==> src/rtl/instr_fetch_8085_pkg.sv <==
// Shared types for the 8085 fetch/pre-decode stage: assembler states,
// queued instruction record, opcode constants and the length decode.
package pkg_8085;

    typedef enum logic [1:0] {
        ST_OP = 2'd0,
        ST_B2 = 2'd1,
        ST_B3 = 2'd2
    } asm_st_e;

    localparam logic [7:0] OP_HLT  = 8'h76;
    localparam logic [7:0] OP_JMP  = 8'hC3;
    localparam logic [7:0] OP_CALL = 8'hCD;
    localparam logic [7:0] OP_OUT  = 8'hD3;
    localparam logic [7:0] OP_IN   = 8'hDB;

    typedef struct packed {
        logic [7:0]  op;
        logic [7:0]  b2;
        logic [7:0]  b3;
        logic [1:0]  len;
        logic [15:0] pc;
    } instr_t;

    function automatic logic [1:0] op_len(input logic [7:0] op);
        logic [1:0] len;
        len = 2'd1;
        // MVI r,d8 and the immediate ALU group share the xxx110 low field
        if (op[7:6] == 2'b00 && op[2:0] == 3'b110) len = 2'd2;
        if (op[7:6] == 2'b11 && op[2:0] == 3'b110) len = 2'd2;
        if (op == OP_OUT || op == OP_IN) len = 2'd2;
        // LXI rp; SHLD/LHLD/STA/LDA; JMP/CALL; conditional jumps and calls
        if (op[7:6] == 2'b00 && op[3:0] == 4'b0001) len = 2'd3;
        if (op[7:5] == 3'b001 && op[2:0] == 3'b010) len = 2'd3;
        if (op == OP_JMP || op == OP_CALL) len = 2'd3;
        if (op[7:6] == 2'b11 && (op[2:0] == 3'b010 || op[2:0] == 3'b100)) len = 2'd3;
        return len;
    endfunction

endpackage

==> src/rtl/instr_fetch_8085_opcode_len.sv <==
// Combinational opcode length decode, shared with the execute-side decoder.
module opcode_len_8085
    import pkg_8085::*;
(
    input  logic [7:0] opcode,
    output logic [1:0] len
);

    assign len = op_len(opcode);

endmodule

==> src/rtl/instr_fetch_8085.sv <==
// Fetch and pre-decode: streams ROM bytes, assembles 1-3 byte instructions
// and queues them for execute. Handshake: a head entry transfers on any clock
// edge where instr_valid and instr_ready are both high; it holds otherwise.
module instr_fetch_8085
    import pkg_8085::*;
#(
    parameter int          DEPTH    = 2,
    parameter logic [15:0] RESET_PC = 16'h0000
) (
    input  logic        clk,
    input  logic        rst_n,
    output logic        mem_rd,
    output logic [15:0] mem_addr,
    input  logic [7:0]  mem_data,
    input  logic        branch_valid,
    input  logic [15:0] branch_target,
    output logic        instr_valid,
    input  logic        instr_ready,
    output logic [7:0]  instr_opcode,
    output logic [7:0]  instr_b2,
    output logic [7:0]  instr_b3,
    output logic [1:0]  instr_len,
    output logic [15:0] instr_pc
);

    localparam int PW = (DEPTH > 1) ? $clog2(DEPTH) : 1;
    localparam int CW = $clog2(DEPTH + 1);

    logic [15:0]   fetch_pc_q, fetch_pc_d;
    logic          inflight_q, inflight_d;
    logic          halted_q,   halted_d;
    asm_st_e       st_q,       st_d;
    logic [7:0]    op_q,       op_d;
    logic [7:0]    b2_q,       b2_d;
    logic [1:0]    len_q,      len_d;
    logic [15:0]   pc_q,       pc_d;
    instr_t        fifo_q [DEPTH];
    instr_t        fifo_d [DEPTH];
    logic [PW-1:0] wr_ptr_q,   wr_ptr_d;
    logic [PW-1:0] rd_ptr_q,   rd_ptr_d;
    logic [CW-1:0] count_q,    count_d;

    logic          pop;
    logic          push;
    instr_t        push_entry;
    instr_t        head;
    logic [1:0]    byte_len;
    logic [CW:0]   occupancy;
    logic [15:0]   cap_pc;

    function automatic logic [PW-1:0] ptr_inc(input logic [PW-1:0] p);
        return (p == PW'(DEPTH - 1)) ? '0 : p + 1'b1;
    endfunction

    opcode_len_8085 u_len (
        .opcode (mem_data),
        .len    (byte_len)
    );

    assign head        = fifo_q[rd_ptr_q];
    assign instr_valid = (count_q != '0);
    assign pop         = instr_valid && instr_ready;

    // Occupancy counts the byte still in flight so a push can never overflow.
    assign occupancy = (CW+1)'(count_q) + (CW+1)'(inflight_q) - (CW+1)'(pop);
    assign mem_rd    = rst_n && !halted_q && !branch_valid && (occupancy < (CW+1)'(DEPTH));
    assign mem_addr  = fetch_pc_q;
    // The in-flight byte was read from the address just before fetch_pc.
    assign cap_pc    = fetch_pc_q - 16'd1;

    assign instr_opcode = instr_valid ? head.op  : '0;
    assign instr_b2     = instr_valid ? head.b2  : '0;
    assign instr_b3     = instr_valid ? head.b3  : '0;
    assign instr_len    = instr_valid ? head.len : '0;
    assign instr_pc     = instr_valid ? head.pc  : '0;

    always_comb begin
        fetch_pc_d = fetch_pc_q;
        inflight_d = mem_rd;
        halted_d   = halted_q;
        st_d       = st_q;
        op_d       = op_q;
        b2_d       = b2_q;
        len_d      = len_q;
        pc_d       = pc_q;
        fifo_d     = fifo_q;
        wr_ptr_d   = wr_ptr_q;
        rd_ptr_d   = rd_ptr_q;
        push       = 1'b0;
        push_entry = '0;

        if (inflight_q) begin
            case (st_q)
                ST_OP: begin
                    op_d  = mem_data;
                    pc_d  = cap_pc;
                    len_d = byte_len;
                    b2_d  = '0;
                    if (byte_len == 2'd1) begin
                        push       = 1'b1;
                        push_entry = '{op: mem_data, b2: 8'h00, b3: 8'h00, len: 2'd1, pc: cap_pc};
                    end else begin
                        st_d = ST_B2;
                    end
                end
                ST_B2: begin
                    b2_d = mem_data;
                    if (len_q == 2'd2) begin
                        push       = 1'b1;
                        push_entry = '{op: op_q, b2: mem_data, b3: 8'h00, len: 2'd2, pc: pc_q};
                        st_d       = ST_OP;
                    end else begin
                        st_d = ST_B3;
                    end
                end
                ST_B3: begin
                    push       = 1'b1;
                    push_entry = '{op: op_q, b2: b2_q, b3: mem_data, len: 2'd3, pc: pc_q};
                    st_d       = ST_OP;
                end
                default: st_d = ST_OP;
            endcase
        end

        if (push && push_entry.op == OP_HLT) halted_d = 1'b1;
        if (push) begin
            fifo_d[wr_ptr_q] = push_entry;
            wr_ptr_d         = ptr_inc(wr_ptr_q);
        end
        if (pop) rd_ptr_d = ptr_inc(rd_ptr_q);
        count_d = count_q + CW'(push) - CW'(pop);
        if (mem_rd) fetch_pc_d = fetch_pc_q + 16'd1;

        // A redirect overrides everything decided above in this cycle.
        if (branch_valid) begin
            st_d       = ST_OP;
            count_d    = '0;
            wr_ptr_d   = '0;
            rd_ptr_d   = '0;
            inflight_d = 1'b0;
            halted_d   = 1'b0;
            fetch_pc_d = branch_target;
        end
    end

    always_ff @(posedge clk or negedge rst_n) begin
        if (!rst_n) begin
            fetch_pc_q <= RESET_PC;
            inflight_q <= 1'b0;
            halted_q   <= 1'b0;
            st_q       <= ST_OP;
            op_q       <= '0;
            b2_q       <= '0;
            len_q      <= '0;
            pc_q       <= '0;
            fifo_q     <= '{default: '0};
            wr_ptr_q   <= '0;
            rd_ptr_q   <= '0;
            count_q    <= '0;
        end else begin
            fetch_pc_q <= fetch_pc_d;
            inflight_q <= inflight_d;
            halted_q   <= halted_d;
            st_q       <= st_d;
            op_q       <= op_d;
            b2_q       <= b2_d;
            len_q      <= len_d;
            pc_q       <= pc_d;
            fifo_q     <= fifo_d;
            wr_ptr_q   <= wr_ptr_d;
            rd_ptr_q   <= rd_ptr_d;
            count_q    <= count_d;
        end
    end

endmodule

==> config.mk <==
export PLATFORM = sky130hd
export DESIGN_NAME = instr_fetch_8085
export DESIGN_NICKNAME = d
export VERILOG_FILES = /design/src/rtl/instr_fetch_8085_pkg.sv /design/src/rtl/instr_fetch_8085_opcode_len.sv /design/src/rtl/instr_fetch_8085.sv
export SDC_FILE = /design/constraint.sdc
export NUM_CORES = 1
export LEC_CHECK = 0
export ABC_AREA = 1
export BUFFER_PORTS_ARGS = -buffer_cell sky130_fd_sc_hd__buf_2
export CAP_MARGIN = 25
export CORE_MARGIN = 1.5
export CORE_UTILIZATION = 61
export CTS_BUF_LIST = sky130_fd_sc_hd__clkbuf_2
export CTS_CLUSTER_SIZE = 12
export DETAILED_ROUTE_END_ITERATION = 16
export GPL_ROUTABILITY_DRIVEN = 0
export HOLD_SLACK_MARGIN = 0.02
export PLACE_DENSITY = 0.83
export SLEW_MARGIN = 30
export SYNTH_ARGS = -nofsm -noshare
export SYNTH_HDL_FRONTEND = slang
export SYNTH_SLANG_ARGS = --single-unit
==> constraint.sdc <==
create_clock -name clk -period 4.2 [get_ports clk]
set_clock_uncertainty 0.05 [all_clocks]
set_input_delay 0.63 -clock clk [delete_from_list [all_inputs] [get_ports clk]]
set_output_delay 0.63 -clock clk [all_outputs]
set_load 0.02 [all_outputs]
==> results of run 1 <==
[cells by family (layout without fill, tap and decap cells)]
kind of cell | count (synthesis) | in the layout
flops | 142 | 142
compound gates | 215 | 215
xor+xnor | 26 | 26
simple gates | 392 | 392
buf+inv | 146 | 226
fa+ha+maj | 6 | 6
[layer usage]
metal	vias to the layer above	share of wire, %	wire length [µm]
met5	-	0	0
met4	0	1.3	221
met3	23	6.8	1160
met2	225	45	7630
met1	3007	47	7900
li1	3107	-	-
[critical path, delay by kind of cell (launching register included)]
kind	cells	cell delay [ps]
fa+ha+maj	2	660
buf+inv	1	190
flops	1	500
xor+xnor	1	190
simple gates	4	1010
[state kept, by name, summed over array words and instances, names as in the netlist]
register and flops:
rd_ptr_q 1, inflight_q 1, mem_addr 16, pc_q 16
wr_ptr_q 1, b2_q 8, halted_q 1, st_q 2
count_q 2, len_q 2, fifo_q 84, op_q 8
[layout by cell type (no fill, tap or decap), types with 9 or more instances in the layout]
cell type / instances
buf_2: 86
nand3_1: 29
nand2_2: 29
a21oi_1: 48
nand4_1: 9
inv_2: 10
o211ai_1: 12
inv_1: 87
nor2_1: 48
dfrtp_1: 141
o21ai_2: 28
clkbuf_2: 18
xor2_1: 22
o21ai_1: 21
o21ai_0: 98
nand2_1: 254
[power by group through the flow]
stage / combinational (mW) / clock [mW] / sequential (mW)
after floorplan: 1.44 / 0 / 2.16
after global placement: 1.88 / 0 / 2.18
after detailed placement: 1.95 / 0 / 2.20
after CTS: 1.96 / 0.814 / 2.17
after global routing: 2.20 / 0.880 / 2.25
final: 1.97 / 0.806 / 2.18
[worst max path at each step]
stage | slack (ps) | endpoint | startpoint
6_report | 260 | mem_rd | count_q[1]
2_1_floorplan | 930 | mem_rd | count_q[1]
3_3_place_gp | 600 | mem_rd | count_q[1]
3_5_place_dp | 490 | mem_rd | count_q[1]
5_1_grt | 40 | mem_rd | count_q[1]
4_1_cts | 40 | mem_rd | count_q[1]
[timing repair]
action / in CTS / in global routing
hold buffers: 1 / 1
setup endpoints to repair: 1 / 1
cloned: 0 / 0
pin swaps: 0 / 0
gates resized for setup: 2 / 2
endpoints found under the hold margin: 25 / 1
[cell type report]
type | instances | area (µm²)
tap | 147 | 184
multi-input combinational | 639 | 3280
fill | 1004 | 3850
sequential | 142 | 3550
inverter | 98 | 368
clock inverter | 14 | 150
clock buffer | 18 | 90.1
timing repair buffer | 96 | 527
==> reports/summary.txt, run 1 <==
Status - completed
Syn Inst Count - 927
RSZ-0062 raised after global routing - no
Synth area leader - dfrtp_1
Share of post-route cells with drive strength above 1 - 20.8%
ANT nets after route - 0
DRC - 0
Most numerous cell in the Yosys netlist - nand2_1
Distinct cells, synth - 41
WS Path Type - register to output port
Min-Delay Startpoint - branch_target[4]
Root buffer cell - clkbuf_2
Die Width - 114 µm
Internal power - 2.83 mW
Largest net degree at the start of global routing - 68
Via Count - 6362
Hold path cells - 3
TritonCTS buffer count - 17
Slew headroom - 38.9%
Synth top area share - 47.5%
First-pass GRT wire length - 28100 µm
Postcts setup bufs - 0
Initial Utilization - 62.3%
Latest clock arrival within the worst-skew pair - 720 ps
Die area - 12900 µm²
Placed Cells - 1120
Post-DP HPWL - 11500 µm
Combinational family with the most area after synthesis - simple AND/OR/NAND/NOR gates
CTS Buffer Depth - 2
FF+latch count, synth - 142
Post-synthesis simple-gate area fraction - 23.0%
Critical path's largest stage delay - 500 ps
Synth Area in XOR/XNOR - 3.04%
Crit path max fanout - 11
Most used DFF post-synth - dfrtp_1
Post-synthesis adder-cell area fraction - 1.10%
Synth Area in Compound Gates - 16.5%
Final hold violations - 0
Place WS - 488 ps
R2R depth - 10
Met3 Use GR - 5.37%
Net Sw Frac - 42.9%
Design Area, Final - 8160 µm²
CP max-delay cell - dfrtp_1
DR iter-0 viols - 513
Sequential share of the synthesized area - 47.5%
Hold Path Sink - mem_addr[4]
Vias in the first global route - 5630
CP arrival - 3260 ps
I/O Pins - 88
CTS tree - built
Achievable clock frequency - 0.254 GHz
Antenna violations before repair - 0
Most Crowded Layer GR - met1
Power Density - 608 nW/µm²
Post-Syn Area - 7480 µm²
Max H-tree Level - 4
Site Rows - 40
MaxCap Viol Count - 0
GR Layer Usage met1 - 41.8%
Fin crit period - 3940 ps
Clk pin slew, worst setup/hold paths - 180 ps
Yosys warns - 0
Post-synthesis mux area share - 0%
Setup Total Neg Slack - 0 ps
Worst vdd ir - 0.000386 V
Syn nets - 961
Total Nets Final - 1028
Period utilisation layout - 93.7%
Clock network power share - 16.3%
Met2 usage - 39.8%
Core footprint - 12000 µm²
Worst reg2reg startpoint - count_q[1]
Critical Path RT - 3520 ps
Net switching power - 2.12 mW
Flop pwr share - 44.1%
Min Hold Slack - 76.6 ps
Setup violators final - 0
Synth cell count leaders - nand2_1, dfrtp_1, o21ai_0
DR WL/cell - 14.6 µm
Most area-consuming cells after synthesis - dfrtp_1, nand2_1, o21ai_0
IO buf count - 87
Pleak - 4.10 nW
Chip height - 114 µm
Post-layout util - 67.9%
Worst setup margin - 264 ps
N_diodes - 0
Post-synth ARST share - 100%
Worst reg2reg endpoint - mem_addr[10]
CP endpoint kind - output port
Worst slew pin tran - 915 ps
Vias per Instance - 5.51
Area delta synth->final - 9.01%
Placed inst area - 7890 µm²
Worst Setup Start Kind - register
Post-synth EDFFs - 0
Post-Route WL - 16900 µm
Combinational power share - 39.7%
Worst Hold Class - primary input to register
GRT Overall Usage - 27.6%
Total Power - 4.96 mW
R2R Setup Slk - 1030 ps
Clock Sinks - 142
CP cell instances - nor2_4 > nor2_1 > ha_1 > or2_2 > fa_1 > xnor2_1 > and3_4 > buf_2
Final Max Slew Viols - 0
Syn Area/Cell - 8.07 µm²
Drt pass-1 iters - 7
Post-Layout Cell Count - 1154
Grt total ovfl - 0
Note: power is estimated with default switching activity, not from simulation.
==> inputs of run 2 (changes only) <==
CORE_UTILIZATION = 50   (was 61)
PLACE_DENSITY = 0.7   (was 0.83)
==> run 2 against run 1 <==
- fmax decreased by 1.1%
- via count down 1.1%
- clock power is 6.9% lower
- highest routed layer unchanged
- total power is 1.3% lower
- sequential power is essentially flat
- register-to-register slack is essentially flat
- hold slack worse by 14 ps
- critical endpoint unchanged
- count of clock-buffer cells in the layout up 3
- cell count is 3.6% higher
- non-clock buffer count up 4
==> reports/summary.txt, run 2 (same netlist as run 1, synthesis figures left out) <==
ANT nets after route - 0 (unchanged)
Vias per Instance - 5.26 (-4.6%)
Slew headroom - 48.8% (+9.8 points)
FF/Latch Area - 3550 µm² (unchanged)
Antenna violations before repair - 1 (+1)
Die area - 15700 µm² (+21%)
WL met2 - 7570 µm (-0.76%)
I/O Pins - 88 (unchanged)
CTS Buffer Depth - 2 (unchanged)
Post-DP HPWL - 11900 µm (+3.2%)
Most frequent cells in the layout - nand2_1, dfrtp_1, o21ai_0
TritonCTS buffer count - 17 (unchanged)
Worst Hold Class - primary input to register
Min-Delay Startpoint - branch_target[4]
Worst vdd ir - 0.000289 V (-25%)
Filler cells - 1431 (+43%)
GRT Overall Usage - 23.3% (-4.2 points)
Max H-tree Level - 4 (unchanged)
Setup Total Neg Slack - 0 ps (unchanged)
Latest clock arrival within the worst-skew pair - 740 ps (+20 ps)
Core footprint - 14600 µm² (+21%)
Design Area, Final - 8210 µm² (+0.67%)
RSZ-0062 raised after global routing - no
Met3 Wirelength - 944 µm (-18%)
Place WS - 490 ps (+2.55 ps)
WS Path Type - register to output port
Achievable clock frequency - 0.251 GHz (-1.1%)
Status - completed
Clock Sinks - 142 (unchanged)
Via Count - 6293 (-1.1%)
Final Max Slew Viols - 0 (unchanged)
Final hold violations - 0 (unchanged)
Period utilisation layout - 94.8% (+1.1 points)
CTS tree - built
Worst reg2reg endpoint - mem_addr[10]
Multi-input logic area - 3280 µm² (unchanged)
Setup violators final - 0 (unchanged)
Max Used Layer - met4
Power Density - 596 nW/µm² (-1.9%)
Share of post-route cells with drive strength above 1 - 20.4% (-0.38 points)
DR iter-0 viols - 445 (-13%)
Met1 Wirelength - 8520 µm (+7.9%)
Crit path max fanout - 11 (unchanged)
Max FFs per register - 84 (unchanged)
Drt pass-1 iters - 5 (-2)
Min Hold Slack - 62.7 ps (-13.9 ps)
Pleak - 4.10 nW (about the same)
Initial Utilization - 51.3% (-11 points)
Placed inst area - 7940 µm² (+0.68%)
Largest net degree at the start of global routing - 71 (+4.4%)
Fin crit period - 3980 ps (+45.6 ps)
Hold Path Sink - mem_addr[4]
Site Rows - 44 (+10%)
R2R depth - 10 (unchanged)
Total Power - 4.89 mW (-1.3%)
Grt total ovfl - 0 (unchanged)
Clk pin slew, worst setup/hold paths - 190 ps (about the same)
Area delta synth->final - 9.75%
Worst reg2reg startpoint - count_q[1]
MaxCap Viol Count - 0 (unchanged)
Commonest non-fill, non-tap cell in the layout - nand2_1
DRC - 0 (unchanged)
Worst setup margin - 219 ps (-45.6 ps)
R2R Setup Slk - 1020 ps (about the same)
CP endpoint kind - output port
Total Nets Final - 1032 (+0.39%)
Hold path cells - 3 (unchanged)
Vias in the first global route - 5921 (+5.2%)
Worst slew pin tran - 768 ps (-147 ps)
Worst Setup Start Kind - register
Critical Path RT - 3520 ps (about the same)
Die Width - 125 µm (+10%)
Register name with the most flops - fifo_q
DR WL/cell - 14.5 µm (-0.90%)
Root buffer cell - clkbuf_2
Post-Route WL - 17400 µm (+2.7%)
IO buf count - 87 (unchanged)
First-pass GRT wire length - 29600 µm (+5.4%)
Chip height - 125 µm (+10%)
CP arrival - 3300 ps (+40 ps)
run 2: changes by cell type in the layout (fill, tap and decap cells not counted), sizes merged:
| cell | change |
|---|---|
| clkinvlp | -1 |
| diode | +1 |
| dlygate4sd3 | +3 |
| inv | -1 |
| bufinv | -1 |
| clkbuf | +3 |
| buf | +1 |
run 2: layer usage:
layer | GRT usage (%) | vias up
li1 | - | 3118
met1 | 35.2 | 2968
met2 | 33.5 | 178
met3 | 4.66 | 29
met4 | 8.22 | 0
met5 | 0 | -
run 2: worst max-delay path, stage by stage, from the launching register on:
cell and delay [ps]:
dfrtp_1 510, nor2_4 290, nor2_1 140, ha_1 290
or2_2 300, fa_1 380, xnor2_1 180, and3_4 290
buf_2 190
run 2: report_power, final:
part / total (mW) / switching, mW / internal (mW)
logic: 1.97 / 1.31 / 0.654
clock network: 0.750 / 0.481 / 0.269
registers: 2.18 / 0.320 / 1.86
run 2: worst max path at each step:
stage	slack, ps	startpoint	end
after global routing	30	count_q[1]	mem_rd
after floorplan	930	count_q[1]	mem_rd
after CTS	20	count_q[1]	mem_rd
final	220	count_q[1]	mem_rd
after detailed placement	490	count_q[1]	mem_rd
after global placement	540	count_q[1]	mem_rd
run 2: cell type report:
cell class / count / area share, %
flip-flops and latches: 142 / 43.3
clock buffers: 21 / 1.28
repair buffers: 100 / 6.92
inverters: 98 / 4.49
diodes: 1 / 0.0305
multi-input cells: 639 / 40.0
clock inverters: 11 / 1.20
well taps: 184 / 2.80
run 2: metrics by stage:
stage / instances / util (%)
2_1_floorplan: 927 / -
3_3_place_gp: 1158 / 54.4
3_5_place_dp: 1158 / 54.4
4_1_cts: 1195 / 56.2
5_1_grt: 1196 / 56.3
6_report: 1196 / 56.3
run 2: repair_timing:
action	in CTS	in global routing
setup endpoints to repair	1	1
endpoints found under the hold margin	30	0
buffers inserted	0	0
gates resized for setup	2	2
pin swaps	0	0
hold buffers	5	0
==> inputs of run 3 (changes only) <==
CELL_PAD_IN_SITES_DETAIL_PLACEMENT = 0   (was default)
CELL_PAD_IN_SITES_GLOBAL_PLACEMENT = 1   (was default)
CORE_UTILIZATION = 45   (was 50)
PLACE_DENSITY = default   (was 0.7)
PLACE_DENSITY_LB_ADDON = 0.1   (was default)
RECOVER_POWER = 100   (was default)
==> run 3 against run 2 <==
- the run now ends with capacitance limit, slew limit left
- routed wire length grew 4.6%
- count of clock-buffer cells in the layout rose by 1
- via count down 2.8%
- non-clock buffer count decreased by 2
==> reports/summary.txt, run 3 (same netlist as run 1, synthesis figures left out) <==
Status - finished, violations left
Failing checks - capacitance limit, slew limit
Chip height - 132 µm (+5.3%)
Core footprint - 16100 µm² (+10%)
DRC - 0 (unchanged)
Post-Route WL - 18200 µm (+4.6%)
CTS tree - built
Clock Sinks - 142 (unchanged)
Share of post-route cells with drive strength above 1 - 12.7% (-7.7 points)
Clk pin slew, worst setup/hold paths - 190 ps (about the same)
Total Nets Final - 1030 (-0.19%)
Design Area, Final - 8060 µm² (-1.8%)
Total Power - 4.82 mW (-1.5%)
Worst Setup Start Kind - register
MaxCap Viol Count - 3 (+3)
Pleak - 3.88 nW (-5.5%)
Met3 Use GR - 3.38% (-1.3 points)
Post-layout util - 50.2% (-6.1 points)
TritonCTS buffer count - 17 (unchanged)
Max H-tree Level - 4 (unchanged)
DR WL/cell - 14.8 µm (+2.2%)
RSZ-0062 raised after global routing - no
Worst slew pin tran - 2270 ps (+1510 ps)
Worst vdd ir - 0.000300 V (+3.9%)
CP endpoint kind - output port
Fin crit period - 3980 ps (-4.89 ps)
Worst setup margin - 223 ps (+4.89 ps)
First-pass GRT wire length - 30700 µm (+3.7%)
Grt total ovfl - 0 (unchanged)
Die Width - 132 µm (+5.3%)
Most Crowded Layer GR - met1
Critical Path RT - 3520 ps (about the same)
Final hold violations - 0 (unchanged)
GRT Overall Usage - 22.0% (-1.3 points)
Period utilisation layout - 94.7% (-0.12 points)
Site Rows - 46 (+4.5%)
Filler cells - 1674 (+17%)
Final Max Slew Viols - 168 (+168)
CP arrival - 3300 ps (about the same)
Antenna violations before repair - 1 (unchanged)
Drt pass-1 iters - 4 (-1)
Slew headroom - -51.6% (-100 points)
I/O Pins - 88 (unchanged)
Met2 usage - 31.0% (-2.5 points)
Commonest non-fill, non-tap cell in the layout - nand2_1
Latest clock arrival within the worst-skew pair - 690 ps (-50 ps)
Max FFs per register - 84 (unchanged)
Initial Utilization - 46.6% (-4.7 points)
WS Path Type - register to output port
Post-DP HPWL - 12300 µm (+3.1%)
Setup violators final - 0 (unchanged)
Placed inst area - 7970 µm² (+0.41%)
Die area - 17400 µm² (+11%)
IO buf count - 87 (unchanged)
Vias per Instance - 4.99 (-5.1%)
Via Count - 6118 (-2.8%)
ANT nets after route - 0 (unchanged)
Largest net degree at the start of global routing - 73 (+2.8%)
Place WS - 379 ps (-112 ps)
Register name with the most flops - fifo_q
Area delta synth->final - 7.76%
DR iter-0 viols - 338 (-24%)
CTS Buffer Depth - 2 (unchanged)
Postcts setup bufs - 0 (unchanged)
Most frequent cells in the layout - nand2_1, dfrtp_1, o21ai_0
Setup Total Neg Slack - 0 ps (unchanged)
Crit path max fanout - 11 (unchanged)
Power Density - 598 nW/µm² (+0.33%)
Achievable clock frequency - 0.251 GHz (+0.12%)
Root buffer cell - clkbuf_2
Worst Hold Class - primary input to register
Vias in the first global route - 5743 (-3.0%)
GR Layer Usage met1 - 34.7% (-0.51 points)
## run 3: where the power goes
group	total (mW)	leakage (nW)	switching (mW)	internal [mW]
logic	1.89	1.95	1.30	0.597
registers	2.18	1.78	0.319	1.86
clock network	0.749	0.139	0.476	0.273
total	4.82	3.88	2.09	2.73
## run 3: layout make-up
| type | instances | area [µm²] | area share (%) |
|---|---|---|---|
| diodes | 1 | 2.50 | 0.0310 |
| clock buffers | 22 | 110 | 1.37 |
| clock inverters | 9 | 95.1 | 1.18 |
| inverters | 98 | 368 | 4.56 |
| multi-input cells | 639 | 3200 | 39.7 |
| flip-flops and latches | 142 | 3550 | 44.1 |
| well taps | 216 | 270 | 3.35 |
| repair buffers | 98 | 464 | 5.76 |
## run 3: final timing paths
check / depth (start not counted) / slack (ps) / endpoint / from
worst max-delay path: 8 / 220 / mem_rd / count_q[1]
worst min-delay path: 3 / 100 / mem_addr[7] / branch_target[7]
worst max register to register: 8 / 660 / fifo_q[83] / st_q[0]
worst min register to register: 2 / 440 / fifo_q[51] / fifo_q[51]
max in group asynchronous: 3 / 1360 / b2_q[5] / rst_n
min in group asynchronous: 2 / 290 / fifo_q[19] / rst_n
## run 3: worst max-delay path, cell delays in order (launching register included)
cell and delay [ps]:
dfrtp_1 510, nor2_4 300, nor2_1 130, ha_1 280, or2_2 300, fa_1 380, xnor2_1 150, and3_2 340
buf_2 210
## run 3: repair_timing
action,4_1_cts,5_1_grt
hold endpoints to repair,31,0
gates resized for setup,3,0
setup endpoints to repair,1,0
hold buffers,4,0
## run 3: per-stage QoR
step / instances / hold WS, ps
floorplan: 927 / 284
global placement: 1189 / 400
detailed placement: 1189 / 404
CTS: 1224 / 23.4
global route: 1225 / 25.6
finish: 1225 / 102
## run 3: metal layers
metal  share of wire (%)  vias to the layer above  wire, µm
met5                   0                        -         0
met4                 1.3                        0       239
met3                 3.8                       16       689
met2                  41                      132      7530
met1                  53                     2855      9710
li1                    -                     3115         -
